$ cat config.mk
export PLATFORM = sky130hd
export DESIGN_NAME = interrupt_scheduler
export DESIGN_NICKNAME = d
export VERILOG_FILES = /design/src/rtl/interrupt_scheduler.sv
export SDC_FILE = /design/constraint.sdc
export NUM_CORES = 1
export LEC_CHECK = 0
export BUFFER_PORTS_ARGS = -buffer_cell sky130_fd_sc_hd__buf_4
export CAP_MARGIN = 20
export CORE_ASPECT_RATIO = 0.9
export CORE_MARGIN = 2
export CORE_UTILIZATION = 30
export CTS_CLUSTER_SIZE = 16
export DETAILED_ROUTE_END_ITERATION = 10
export PLACE_DENSITY = 0.59
export SYNTH_ARGS = -nofsm -noshare
export SYNTH_HDL_FRONTEND = slang
export SYNTH_SLANG_ARGS = --single-unit
$ cat constraint.sdc
create_clock -name frame_rt_clk -period 16.05 [get_ports frame_rt_clk]
set_input_delay 0.8025 -clock frame_rt_clk [delete_from_list [all_inputs] [get_ports frame_rt_clk]]
set_output_delay 0.8025 -clock frame_rt_clk [all_outputs]
set_load 0.01 [all_outputs]
$ cat src/rtl/interrupt_scheduler.sv
// Round-robin interrupt scheduler with edge-latched, coalescing pending bits.
// Optional per-source arbitration mask enabled by defining IRQ_MASK_EN.
module interrupt_scheduler #(
    parameter int         NUM_SRC     = 4,
    parameter logic [4:0] INT_OPCODE  = 5'b10110,
    parameter int         ACK_TIMEOUT = 16
) (
    input  logic               frame_rt_clk,
    input  logic               reset,
    input  logic [NUM_SRC-1:0] irq_req,
    input  logic               cpu_ack,
`ifdef IRQ_MASK_EN
    input  logic               mask_wr,
    input  logic [NUM_SRC-1:0] mask_data,
`endif
    output logic               irq_valid,
    output logic [31:0]        irq_instruction,
    output logic [4:0]         irq_src,
    output logic [NUM_SRC-1:0] pending,
    output logic [7:0]         coalesce_cnt,
    output logic [7:0]         timeout_cnt
);

    typedef enum logic [1:0] {IDLE, WAIT_ACK, GAP} state_e;

    state_e             state_q, state_d;
    logic [NUM_SRC-1:0] req_q, pend_q, pend_d;
    logic [NUM_SRC-1:0] new_req, elig, sel_oh, src_oh, hits;
    logic [4:0]         rr_q, rr_d, src_q, src_d, sel;
    logic               valid_q, valid_d, found, issue, tmo;
    logic [15:0]        tmr_q, tmr_d;
    logic [7:0]         coal_q, coal_d, tout_q, tout_d;
    logic [5:0]         nhits;
    logic [8:0]         csum;

    assign new_req = irq_req & ~req_q;

`ifdef IRQ_MASK_EN
    logic [NUM_SRC-1:0] mask_q;

    always_ff @(posedge frame_rt_clk or posedge reset) begin
        if (reset) begin
            mask_q <= '1;
        end else if (mask_wr) begin
            mask_q <= mask_data;
        end
    end

    assign elig = pend_q & mask_q;
`else
    assign elig = pend_q;
`endif

    // Priority distance from rr_q+1; the nearest eligible source wins.
    always_comb begin : arb
        int best;
        int d;
        best  = NUM_SRC;
        found = 1'b0;
        sel   = rr_q;
        for (int c = 0; c < NUM_SRC; c++) begin
            d = c - int'(rr_q) - 1;
            if (d < 0) d = d + NUM_SRC;
            if (elig[c] && d < best) begin
                best  = d;
                sel   = 5'(c);
                found = 1'b1;
            end
        end
    end

    always_comb begin
        for (int i = 0; i < NUM_SRC; i++) begin
            sel_oh[i] = (sel == 5'(i));
            src_oh[i] = (src_q == 5'(i));
        end
    end

    always_comb begin
        state_d = state_q;
        valid_d = valid_q;
        src_d   = src_q;
        rr_d    = rr_q;
        tmr_d   = tmr_q;
        issue   = 1'b0;
        tmo     = 1'b0;
        unique case (state_q)
            IDLE: begin
                if (found) begin
                    issue   = 1'b1;
                    valid_d = 1'b1;
                    src_d   = sel;
                    rr_d    = sel;
                    tmr_d   = '0;
                    state_d = WAIT_ACK;
                end
            end
            WAIT_ACK: begin
                if (cpu_ack) begin
                    valid_d = 1'b0;
                    state_d = GAP;
                end else if (ACK_TIMEOUT != 0 &&
                             tmr_q == 16'(ACK_TIMEOUT - 1)) begin
                    tmo     = 1'b1;
                    valid_d = 1'b0;
                    state_d = GAP;
                end else begin
                    tmr_d = tmr_q + 16'd1;
                end
            end
            GAP:     state_d = IDLE;
            default: state_d = IDLE;
        endcase
    end

    // A fresh edge on the source being issued re-arms it rather than coalescing.
    always_comb begin
        pend_d = pend_q;
        if (issue) pend_d = pend_d & ~sel_oh;
        if (tmo)   pend_d = pend_d | src_oh;
        pend_d = pend_d | new_req;

        hits = new_req & pend_q & ~(issue ? sel_oh : '0);
        nhits = '0;
        for (int i = 0; i < NUM_SRC; i++) begin
            nhits = nhits + 6'(hits[i]);
        end
        csum   = {1'b0, coal_q} + {3'b0, nhits};
        coal_d = csum[8] ? 8'hFF : csum[7:0];
        tout_d = (tmo && tout_q != 8'hFF) ? tout_q + 8'd1 : tout_q;
    end

    always_ff @(posedge frame_rt_clk or posedge reset) begin
        if (reset) begin
            state_q <= IDLE;
            req_q   <= '0;
            pend_q  <= '0;
            rr_q    <= 5'(NUM_SRC - 1);
            src_q   <= '0;
            valid_q <= 1'b0;
            tmr_q   <= '0;
            coal_q  <= '0;
            tout_q  <= '0;
        end else begin
            state_q <= state_d;
            req_q   <= irq_req;
            pend_q  <= pend_d;
            rr_q    <= rr_d;
            src_q   <= src_d;
            valid_q <= valid_d;
            tmr_q   <= tmr_d;
            coal_q  <= coal_d;
            tout_q  <= tout_d;
        end
    end

    assign irq_valid       = valid_q;
    assign irq_src         = src_q;
    assign irq_instruction = valid_q ? {INT_OPCODE, 22'b0, src_q} : 32'h0;
    assign pending         = pend_q;
    assign coalesce_cnt    = coal_q;
    assign timeout_cnt     = tout_q;

endmodule

# ---- Yosys cells after proc, flatten, opt, wreduce, memory -nomap -nowiden
# Index checks and enable logic that the tools add are counted.
dict set report totals {
  register_bits 53
  out_inout_bits 58
  wordCells 107
}
dict set report classes {
  add_sub_neg 18
  magnitude_cmp 8
  n_eq_ne 13
  muxes 37
  n_bitwise 9
  n_reduce_logical 13
}
# cell n
set op_table {}
lappend op_table {{$mux W32} 8}
lappend op_table {{$lt A32 B32 Y1} 3}
lappend op_table {{$mux W16} 3}
lappend op_table {{$add A7 B4 Y8 const B} 4}
lappend op_table {{$lt A32 B4 Y1 const B} 1}
lappend op_table {{$pmux W16 S2} 1}
lappend op_table {{$lt A7 B1 Y1 const B} 4}
lappend op_table {{$sub A6 B2 Y7 const B} 4}
lappend op_table {{$eq A5 B2 Y1 const B} 4}
lappend op_table {{$mux W5} 4}
lappend op_table {{$add A16 B1 Y16 const B} 1}
lappend op_table {{$and A4 B4 Y4} 4}
lappend op_table {{$eq A16 B4 Y1 const B} 1}
lappend op_table {{$mux W1} 12}
lappend op_table {{$mux W4} 3}
lappend op_table {{$not A4 Y4} 3}
lappend op_table {{$sub A1 B5 Y6 const A} 2}
lappend op_table {{$sub A2 B5 Y6 const A} 2}
lappend op_table {{$eq A5 B1 Y1 const B} 2}
lappend op_table {{$logic_not A5 Y1} 2}
lappend op_table {{$add A8 B4 Y9} 1}
lappend op_table {{$add A8 B1 Y8 const B} 1}
lappend op_table {{$mux W8} 1}
lappend op_table {{$ne A8 B8 Y1 const B} 1}
lappend op_table {{16 further kinds} 26}

# ---- Longest topological paths before layout
dict set report logic_depth {
  depth_word 26
  ltp_mapped 50
}

# ---- Least setup slack after synthesis
# OpenSTA, ideal clock, no wires.
dict set report synth_timing {
  path_type {reg-to-reg}
  start {reg rr_q[0]}
  end {reg coal_q[0], in the netlist coalesce_cnt[0]}
  t_arrival_ps 10376
  path_slack_ps 5549
  path_stages_with_launch 48
  n_path_buf 5
  path_cell_list {dfstp_2 > buf_6 > clkbuf_1 > inv_1 > ha_1 > buf_2 > xnor2_1 > or3_1 > a21oi_1 > xnor2_1 > ha_1 > inv_1 > a2111oi_1 > o32ai_2 > o41ai_4 > and2_1 > inv_1 > ha_1 > [12 not listed] > buf_2 > mux2i_1 > ha_1 > a21o_1 > a21oi_1 > nor2_1 > a211oi_1 > nor2_1 > nand3_1 > nand2_1 > or2_2 > fa_1 > inv_1 > fa_1 > fa_1 > and3_1 > nand3_1 > nand2b_1}
}
dict set report synth_between {
  elab_chain_cells 26
  elab_cells_between_ends 53
  cone_classes {add/sub: 16; order compare: 8; eq/ne: 3; mux: 19; bitwise: 2; reduce/logical: 5}
}
# item line_no
set synth_lines {}
lappend synth_lines {{from (decl)} 29} ;# logic [4:0] rr_q, rr_d, src_q, src_d, sel;
lappend synth_lines {{from (signal assigned)} 138} ;# rr_q <= 5'(NUM_SRC - 1);
lappend synth_lines {{from (signal assigned)} 148} ;# rr_q <= rr_d;
lappend synth_lines {{$sub A1 B5 Y6} 62} ;# d = c - int'(rr_q) - 1;
lappend synth_lines {{$sub A6 B2 Y7} 62}
lappend synth_lines {{$add A7 B4 Y8 or $lt A7 B1 Y1 (tied branches)} 63} ;# if (d < 0) d = d + NUM_SRC;
lappend synth_lines {{$mux W32} 63}
lappend synth_lines {{$lt A32 B4 Y1} 64} ;# if (elig[c] && d < best) begin
lappend synth_lines {{$logic_and A1 B1 Y1} 64}
lappend synth_lines {{$mux W32} 64}
lappend synth_lines {{$lt A32 B32 Y1} 64}
lappend synth_lines {{[11 not listed]} --}
lappend synth_lines {{$not A4 Y4 (*)} 123} ;# hits = new_req & pend_q & ~(issue ? sel_oh : '0);
lappend synth_lines {{$and A4 B4 Y4 (*)} 123}
lappend synth_lines {{$add A1 B1 Y2} 126} ;# nhits = nhits + 6'(hits[i]);
lappend synth_lines {{$add A2 B1 Y3} 126}
lappend synth_lines {{$add A3 B1 Y4 (*)} 126}
lappend synth_lines {{$add A8 B4 Y9 (*)} 128} ;# csum = {1'b0, coal_q} + {3'b0, nhits};
lappend synth_lines {{$mux W8 (*)} 129} ;# coal_d = csum[8] ? 8'hFF : csum[7:0];
lappend synth_lines {{net coal_d[0]} 32} ;# logic [7:0] coal_q, coal_d, tout_q, tout_d;
lappend synth_lines {{to (signal assigned)} 152} ;# coal_q <= coal_d;
lappend synth_lines {{to (decl)} 32}
# The timed path passes the listed nets; every way through them passes the cells marked *.
# A chain may end at the register's enable or synchronous reset.

# ---- Worst setup path after layout
# Same ends and word-level chain as after synthesis.

==> run metrics <==
post-synthesis cell type count=76; core area=0.0154 sq mm; Post-synth top flop=dfrtp_1; Cell Rows=43; vias per cell=5.16; largest net degree at the start of global routing=51; Tightest Pin Transition=835 ps; Setup CP Type=flop to flop; die width=approximately 140 um; worst skew pair latency=290 ps; CTS Sinks=50; Starting DRT DRC Count=203; # port buffers=40; Starting Density=0.307; CP Capture Type=flop; fin crit period=approximately 11000 ps; CP Max Fanout=19; wire length on met2=5230 um; Avg WL per Cell=14.5 um; Critical Path Max Stage Delay=800 ps; Crit path required time=16220 ps; area grow syn2layout=11.0%; outcome=completed; worst min path class=primary input to asynchronous set/reset pin; Arr. time, crit path=~12000 ps; IO Pins=65; Post-Synthesis Cells=approximately 560; fmax=87.5 MHz; max-cap viol count=0; total negative setup slack=0 ps; Worst R2R Path Depth=44; Setup violations, final=0; period utilization=0.712; Root Buffer=clkbuf_16; first-pass GRT wire length=19200 um; CP max-delay cell=dfstp_2; Post-synth ARST share=1.00; post-synthesis sequential area ratio=0.265; Register Area=0.00125 sq mm; max-slew violations=0; vias in the first global route=approximately 4k; cell mode on critical path=ha_1; # hold bufs at CTS=0; Multi-input gate area=0.00312 sq mm; GPL Wtd Cong=0.918; grt ovf=0; commonest non-fill, non-tap cell in the layout=nor2_1; initial antenna violation count=0; H-tree depth reported by CTS=2; RSZ-0062 raised after global routing=no; WL final=around 11000 um; Avg Cell Area, Syn=8.44 sq um; clock buffer count from CTS=5; most frequent cells in the layout=nor2_1, dfrtp_1, nand2_1; relative slew slack=0.439; synthesized area=about 0.0047 sq mm; Synth Register Bits=50; worst reg2reg startpoint=rr_q[0]$_DFFE_PP1P_; Nets=634; M1 WL=5420 um; clock buffer depth=2; TritonRoute pass-1 iters=4; yosys warns=0; Hold Vio Cnt, Final=0; clock-pin slew on the worst setup and hold paths=about 70 ps; total track usage=0.142; reg2reg end=coalesce_cnt[0]$_DFF_PP0_; via count=4077; Final HPWL DP=~9000 um; CTS tree=done; Post-CTS Setup Inserts=0; Top Layer Used=met4; Fillers=1577; post-route ant nets=0; number of synthesized flops with an enable pin=0; DRC violations left=0; share of layout cells above drive strength 1=0.139; wire length on met3=591 um; # diodes=0; Worst R2R Setup Slack=4620 ps; post_cts resized=0; Die Area=0.0168 sq mm; Chip Height=123 um; Worst Skew=4.53 ps; CP startpoint kind=flop
per-stage QoR:
step / hold slack [ps] / setup slack (ps) / instance area (sq um) / utilization / instances
6_report: 439 / 4620 / 5250 / 0.340 / 790
3_5_place_dp: 491 / 4730 / 5090 / 0.329 / 781
5_1_grt: 449 / 3760 / 5250 / 0.340 / 790
2_1_floorplan: 503 / 5550 / 4820 / - / 584
3_3_place_gp: 495 / 5020 / 5090 / 0.329 / 781
4_1_cts: 510 / 4690 / 5230 / 0.339 / 789
routing by layer:
| metal | up-vias | global-route usage |
|---|---|---|
| met5 | - | 0 |
| met4 | 0 | 0.0482 |
| met3 | 18 | 0.0197 |
| met2 | 117 | 0.233 |
| met1 | 1959 | 0.193 |
| li1 | 1983 | - |
state kept, by name (all words and copies together) (netlist names):
name          count
tmr_q            16
timeout_cnt       8
coalesce_cnt      8
state_q           2
irq_valid         1
pending           4
req_q             4
irq_src           2
rr_q              5
cell type report:
type / count / area share
multi-input combinational: 450 / 0.594
sequential: 50 / 0.239
clock inverter: 1 / 0.000953
timing repair buffer: 44 / 0.0653
clock buffer: 7 / 0.0271
inverter: 36 / 0.0257
tap: 202 / 0.0481
how the worst max path moves through the flow:
stage / startpoint / to / slack [ps] / cells after the start
after floorplan: rr_q[0]$_DFFE_PP1P_ / coalesce_cnt[0]$_DFF_PP0_ / 5550 / 47
after global placement: rr_q[0]$_DFFE_PP1P_ / coalesce_cnt[0]$_DFF_PP0_ / 5020 / 44
after detailed placement: rr_q[0]$_DFFE_PP1P_ / coalesce_cnt[1]$_DFF_PP0_ / 4730 / 44
after CTS: rr_q[0]$_DFFE_PP1P_ / coalesce_cnt[1]$_DFF_PP0_ / 4690 / 44
after global routing: rr_q[0]$_DFFE_PP1P_ / coalesce_cnt[3]$_DFF_PP0_ / 3760 / 44
final: rr_q[0]$_DFFE_PP1P_ / coalesce_cnt[0]$_DFF_PP0_ / 4620 / 44
Yosys cell counts, drive strengths merged (11+ instances only):
library cell,count,share of area
nand2b,17,0.022
ha,37,0.098
xnor2,29,0.054
nand2,46,0.036
nand3,22,0.023
buf,42,0.062
nor3,11,0.012
nor2,53,0.042
dfrtp,48,0.25
inv,36,0.029
a21oi,26,0.027
o21ai,24,0.029
xor2,17,0.033
cell families after synthesis:
group                    count (synthesis)  synth area share
adder cells (fa/ha/maj)                 40             0.110
XOR/XNOR                                46            0.0867
other                                    1          0.000792
AO/OA/AOI/OAI                          116             0.182
AND/OR/NAND/NOR                        208             0.224
buffers and inverters                   84            0.0954
multiplexers                            16            0.0354
flip-flops                              50             0.265
critical path, delay by kind of cell, from the launching register on:
kind,cells,cell delay [ps]
compound gates,16,4180
fa+ha+maj,8,2800
simple gates,10,1710
buf+inv,6,890
flops,1,800
mux,2,560
xor+xnor,2,350
Power is left out: the tool's default activity adds up to more than one toggle a clock period on the data nets, which glitch-free logic cannot reach.
